### config.mk
export PLATFORM = sky130hd
export DESIGN_NAME = tanh_scheduler
export DESIGN_NICKNAME = d
export VERILOG_FILES = /design/src/rtl/tanh_scheduler.sv
export SDC_FILE = /design/constraint.sdc
export NUM_CORES = 1
export LEC_CHECK = 0
export BUFFER_PORTS_ARGS = -buffer_cell sky130_fd_sc_hd__buf_2
export CAP_MARGIN = 10
export CORE_ASPECT_RATIO = 1.75
export CORE_MARGIN = 1
export CORE_UTILIZATION = 47
export CTS_CLUSTER_DIAMETER = 200
export DETAILED_ROUTE_END_ITERATION = 16
export GPL_TIMING_DRIVEN = 0
export PLACE_DENSITY = 0.82
export SLEW_MARGIN = 10
export SYNTH_ARGS = -nofsm -noshare
export SYNTH_HDL_FRONTEND = slang
export SYNTH_SLANG_ARGS = --single-unit
### constraint.sdc
create_clock -name clock -period 3.95 [get_ports clock]
set_clock_uncertainty 0.1 [all_clocks]
set_input_delay 0.395 -clock clock [delete_from_list [all_inputs] [get_ports clock]]
set_output_delay 0.395 -clock clock [all_outputs]
set_load 0.03 [all_outputs]
### src/rtl/tanh_scheduler.sv
// tanh_scheduler: round-robin front end that shares one combinational tanh
// unit among NUM_REQ requesters. Each accepted operand is held on
// tanh_in_data for a coefficient-latch cycle (LOAD) and a multiply cycle
// (CAPTURE), and the result is then offered on the response channel.
// Optional feature macro: TANH_SCHED_SAT_BYPASS_EN. When it is defined,
// operands above +2.0 or at/below -2.0 skip the unit and return a saturated
// +/-1.0 straight from IDLE.
module tanh_scheduler #(
  parameter int NUM_REQ = 4,
  parameter int DATA_W  = 16
) (
  input  logic                         clock,
  input  logic                         reset,
  input  logic [NUM_REQ-1:0]           req_valid,
  input  logic [NUM_REQ*DATA_W-1:0]    req_data,
  output logic [NUM_REQ-1:0]           req_ready,
  output logic [DATA_W-1:0]            tanh_in_data,
  input  logic [DATA_W-1:0]            tanh_out_data,
  output logic                         resp_valid,
  output logic [DATA_W-1:0]            resp_data,
  output logic [$clog2(NUM_REQ)-1:0]   resp_id,
  input  logic                         resp_ready,
  output logic                         busy
);

  localparam int ID_W = $clog2(NUM_REQ);

  typedef enum logic [1:0] {IDLE, LOAD, CAPTURE, RESP} state_e;

  state_e            state_q, state_d;
  logic [ID_W-1:0]   rrPtr_q, rrPtr_d;
  logic [DATA_W-1:0] op_q, op_d;
  logic [ID_W-1:0]   id_q, id_d;
  logic [DATA_W-1:0] respData_q, respData_d;

  logic              grantFound;
  logic [ID_W-1:0]   grantIdx;
  logic [ID_W:0]     candIdx;
  logic [DATA_W-1:0] grantOp;
  logic [ID_W-1:0]   nextPtr;

`ifdef TANH_SCHED_SAT_BYPASS_EN
  // Q9.7 thresholds: +/-2.0 is +/-256, +/-1.0 is +/-128.
  localparam logic signed [DATA_W-1:0] SAT_HI  = DATA_W'(256);
  localparam logic signed [DATA_W-1:0] SAT_LO  = DATA_W'(-256);
  localparam logic        [DATA_W-1:0] ONE_POS = DATA_W'(128);
  localparam logic        [DATA_W-1:0] ONE_NEG = DATA_W'(-128);
`endif

  // Round-robin search: the first valid requester at or after rrPtr_q wins.
  always_comb begin
    grantFound = 1'b0;
    grantIdx   = '0;
    candIdx    = '0;
    for (int i = 0; i < NUM_REQ; i++) begin
      candIdx = {1'b0, rrPtr_q} + (ID_W+1)'(i);
      if (candIdx >= (ID_W+1)'(NUM_REQ)) begin
        candIdx = candIdx - (ID_W+1)'(NUM_REQ);
      end
      if (!grantFound && req_valid[candIdx[ID_W-1:0]]) begin
        grantFound = 1'b1;
        grantIdx   = candIdx[ID_W-1:0];
      end
    end
  end

  assign grantOp = req_data[grantIdx*DATA_W +: DATA_W];
  assign nextPtr = (grantIdx == ID_W'(NUM_REQ-1)) ? '0 : grantIdx + 1'b1;

  // Next-state logic: grant in IDLE, walk the unit's two cycles, hold the response.
  always_comb begin
    state_d    = state_q;
    rrPtr_d    = rrPtr_q;
    op_d       = op_q;
    id_d       = id_q;
    respData_d = respData_q;
    req_ready  = '0;
    unique case (state_q)
      IDLE: begin
        if (grantFound) begin
          req_ready = NUM_REQ'(1) << grantIdx;
          op_d      = grantOp;
          id_d      = grantIdx;
          rrPtr_d   = nextPtr;
          state_d   = LOAD;
`ifdef TANH_SCHED_SAT_BYPASS_EN
          if ($signed(grantOp) > SAT_HI) begin
            respData_d = ONE_POS;
            state_d    = RESP;
          end else if ($signed(grantOp) <= SAT_LO) begin
            respData_d = ONE_NEG;
            state_d    = RESP;
          end
`endif
        end
      end
      LOAD: begin
        state_d = CAPTURE;
      end
      CAPTURE: begin
        respData_d = tanh_out_data;
        state_d    = RESP;
      end
      RESP: begin
        if (resp_ready) begin
          state_d = IDLE;
        end
      end
      default: begin
        state_d = IDLE;
      end
    endcase
    if (!reset) begin
      req_ready = '0;
    end
  end

  // State and datapath registers; reset abandons any operation in flight.
  always_ff @(posedge clock or negedge reset) begin
    if (!reset) begin
      state_q    <= IDLE;
      rrPtr_q    <= '0;
      op_q       <= '0;
      id_q       <= '0;
      respData_q <= '0;
    end else begin
      state_q    <= state_d;
      rrPtr_q    <= rrPtr_d;
      op_q       <= op_d;
      id_q       <= id_d;
      respData_q <= respData_d;
    end
  end

  assign tanh_in_data = op_q;
  assign resp_data    = respData_q;
  assign resp_id      = id_q;
  assign resp_valid   = (state_q == RESP);
  assign busy         = (state_q != IDLE);

endmodule

[Word-level counts from Yosys, hierarchy flattened]
Cells that the tools add are included.
Word-level totals
  logic and storage cells: 66
  bits in registers: 38
  bits of input ports: 87
Cells by class
  equality and inequality tests: 6
  add/sub/neg operators: 8
  $lt $le $gt $ge: 8
  shifts and indexed selects: 2
  multiplexer cells: 27
  reductions and logical operators: 10
Operators with widths (count)
  $shiftx 64x7->16: 1
  $mux 2: 11
  $lt 2x3->1 const B: 4
  $mux 4: 3
  $ge 3x3->1 const B: 3
  $bmux 1 s2: 4
  $mux 1: 8
  $pmux 2 s4: 1
  $sub 2x1->2 const B: 4
  $add 2x2->3 const B: 2
  $eq 2x2->1 const B: 3
  $reduce_and 2->1: 2
  $shl 1x2->4 const A: 1
  $add 2x1->3 const B: 1
  $ge 2x3->1 const B: 1
  $logic_and 1x1->1: 3
  $logic_not 1->1: 3
  $add 2x1->2 const B: 1
  $eq 2x1->1 const B: 1
  $logic_not 2->1: 1
  $ne 2x1->1 const B: 1
  $ne 2x2->1 const B: 1
  $reduce_bool 2->1: 1

[Logic depth before layout (Yosys ltp)]
  depth in word-level cells: 18
  depth in mapped cells: 8
  depth with buffers taken out: 7

[Least setup slack after synthesis]
OpenSTA, ideal clock, no wires.
  path type: register -> output
  start: reg rrPtr_q[1]
  end: out req_ready[1]
  slack: 1.557 ns
  data required time: 3.455 ns
  stages on the path, launching flop included: 6
  data arrival time: 1.898 ns
  cells stage by stage: dfrtp_1 mux2i_1 a2bb2oi_4 buf_2 o21a_1 nor3b_1
On the way
  cells in the longest elaborated chain, start to end: 18
Ends and longest elaborated chain
  from (decl): RTL line 31  | logic [ID_W-1:0] rrPtr_q, rrPtr_d;
  from (signal assigned): RTL line 128  | rrPtr_q <= rrPtr_d;
  branches (longest 15 deep; another with $add 2x1->3)
  $mux 4 (*): RTL line 80  | if (grantFound) begin
  $mux 4 (*): RTL line 78  | unique case (state_q)
  $mux 4 (*): RTL line 113  | if (!reset) begin
  to (decl): RTL line 16  | output logic [NUM_REQ-1:0] req_ready,
Every way passes the cells marked *. The select of a mux whose other input is x is not followed.

[Final worst setup path]
  start: reg rrPtr_q[1]
  end: out req_ready[3]
The elaborated chain is that of the path after synthesis.

==> qor.csv <==
stage,metric,value,unit
status,status,"complete, no violations",
floorplanning,row_count,32,
power_and_ir_drop,peakVddDrop,505,uV
floorplanning,die_area,4880,sq um
global_route,grt-ovfl-total,0,
setup_path,cp_max_fo,10,
floorplanning,die_w,53.2,microns
floorplanning,core_region_area,4400,sq um
timing,slew_viol_final,0,
routing,drc,0,
global_route,grtUsageMet3,0.0431,
setup_path,reg2reg_depth,8,
timing,fmax,367,MHz
floorplanning,initial_utilization,0.490,
clocking,clockBufferDepth,2,
finish,regArea,951,sq um
finish,drive_gt1_frac,0.512,
synthesis,yosysUniqueCellTypes,29,
floorplanning,dieHeight,91.6,microns
finish,fillCellCount,395,
synthesis,syn_nets,289,
setup_path,cp-end-kind,output port,
finish,final_cell_mix,"132 x buf_2, 38 x dfrtp_1, 19 x nor2_1",
synthesis,synthCells,197,
global_route,antenna_found_initial,0,
clocking,cts_resized,0,
global_route,grt_max_degree,41,
clocking,clkLatencyLatePin,280,ps
clocking,cts_root_buffer,clkbuf_8,
clocking,cts_sinks,38,
synthesis,synth.largest_area_cell,dfrtp_1,
global_route,grt.busiest_layer,met2,
synthesis,syn_area,2160,sq um
global_route,met2_usage,0.477,
timing,setup_tns,0,ps
clocking,clk_pin_slew,80,ps
finish,multi_input_area,1110,sq um
clocking,cts_tree,done,
routing,drt_first_pass_iters,4,
synthesis,synthTopCellsByArea,"dfrtp_1 44%, mux2_2 8.4%, mux2i_1 7.9%",
global_route,grt_pass1_vias,2100,
power_and_ir_drop,powerDensity,821,nW/um^2
timing,max_slew_margin,0.408,
setup_path,r2r_end,rrPtr_q[1]$_DFFE_PN0P_,
setup_path,endpoint,req_ready[3],
finish,area_growth,35.8,%
setup_path,rrSetupSlack,1860,ps
setup_path,crit_start,rrPtr_q[1]$_DFFE_PN0P_,
global_route,track_usage,0.251,
timing,post-route-period-util,0.690,
setup_path,critPathLaunchType,flop,
synthesis,yosys_warnings,0,
routing,vias,2073,
timing,fin_crit,2720,ps
floorplanning,io_pins,127,
timing,grt_setup_unrepaired,no,
setup_path,reg2reg_from,rrPtr_q[1]$_DFFE_PN0P_,
timing,setup_viol,0,
run,cap_violations,0,
hold_path,hp-class,primary input to asynchronous set/reset pin,
clocking,cts-hold-fix-buffers,0,
finish,layout.nets,422,
finish,design_area,2930,sq um
synthesis,synth-seq-area-share,0.441,
clocking,h-tree-depth,2,
global_route,grt_pass1_wl,9250,microns
setup_path,cp.required,3450,ps
timing,hold-worst-slack,127,ps
setup_path,critical_path_class,flop to output port,
power_and_ir_drop,cellLeakagePower,1.48,nW
synthesis,synth_seq_cells,38,
setup_path,arrival,2230,ps
synthesis,avgSynthCellArea,10.9,sq um
global_route,grtUsageMet1,0.264,
placement,gp_congestion,0.799,
finish,layout_commonest_cell,buf_2,
clocking,cts_made_buffers,5,
routing,viasPerCell,5.44,
finish,diodes,0,
routing,ant_nets,0,
synthesis,synth_top_area_frac,0.441,
routing,wl,5630,microns
timing,worstMarginPinSlew,888,ps
placement,portBuffers,126,
routing,wire_per_inst,14.8,microns
placement,dp_hpwl,4520,microns
routing,drt_iter0_drc,22,
clocking,cts_setup_buffers,0,
placement,place_area,2850,sq um
timing,hold_viol,0,
## worst min path at each step
stage	start	end	slack [ps]	cells after the start
final	reset	tanh_in_data[7]$_DFFE_PN0P_	130	1
after global routing	reset	tanh_in_data[8]$_DFFE_PN0P_	180	1
after CTS	reset	tanh_in_data[7]$_DFFE_PN0P_	150	1
after detailed placement	resp_id[1]$_DFFE_PN0P_	resp_id[1]$_DFFE_PN0P_	370	2
after global placement	resp_id[1]$_DFFE_PN0P_	resp_id[1]$_DFFE_PN0P_	360	2
after floorplan	reset	resp_data[0]$_DFFE_PN0P_	-0.6	0
## synthesized netlist by cell type
cell type,instances
nand2b_1,2
nand4_2,1
a21oi_1,3
nand2_4,1
nor3_1,2
o21ai_0,5
a2111oi_2,7
nand3_1,1
nor2_2,1
nor2_1,19
a21o_1,1
and2b_1,1
mux2_2,16
and3_1,17
dfrtp_1,38
a2bb2oi_4,1
nor2b_1,1
nor4_2,1
mux2i_1,17
buf_6,2
inv_1,6
clkbuf_1,5
nand2_1,10
buf_2,6
nor3b_1,1
a211oi_1,16
ha_1,5
o21a_1,2
a2111oi_0,9
## stage by stage
step / std cells / power, W / utilization / setup WS [ps]
5_1_grt: 381 / 0.00259 / 0.665 / 1080
6_report: 381 / 0.00241 / 0.665 / 1230
4_1_cts: 381 / 0.00243 / 0.665 / 1220
3_5_place_dp: 374 / 0.00217 / 0.647 / 1490
2_1_floorplan: 197 / 0.00176 / - / 1560
3_3_place_gp: 374 / 0.00214 / 0.647 / 1540
## sequential cells by signal (all words and copies together) (netlist names)
register / count
resp_data: 16
rrPtr_q: 2
tanh_in_data: 16
resp_id: 2
state_q: 2
## power by group
part	internal, W	switching [W]	total [W]
combinational	0.000527	0.000934	0.00146
clock	0.000118	0.000129	0.000248
sequential	0.000592	0.000106	0.000698
total	0.00124	0.00117	0.00241
## critical path, stage by stage (launching register included)
cell and delay (ps):
dfrtp_1 450, nand2b_1 170, a21o_1 280, nand2_4 140, buf_2 300, inv_1 90, ha_1 200, and3_1 140
buf_2 180
## per-layer routing
layer,share of wire,vias up
met2,0.57,102
met3,0.064,5
li1,-,1001
met1,0.35,965
met5,0,-
met4,0.0085,0
## area by class of cell
class / instances / area share
sequential: 38 / 0.325
tap: 51 / 0.0218
timing repair buffer: 126 / 0.215
inverter: 6 / 0.00769
buffer: 13 / 0.0243
multi-input combinational: 140 / 0.380
clock buffer: 5 / 0.0235
clock inverter: 2 / 0.00342
## cell families after synthesis
kind of cell,Yosys count,synth area share
DFF,38,0.441
buffers and inverters,19,0.0435
and+or+nand+nor,58,0.142
muxes,33,0.162
adders and majority gates,5,0.0290
AOI/OAI and AO/OA,44,0.182
Note: power is estimated with default switching activity, not from simulation.
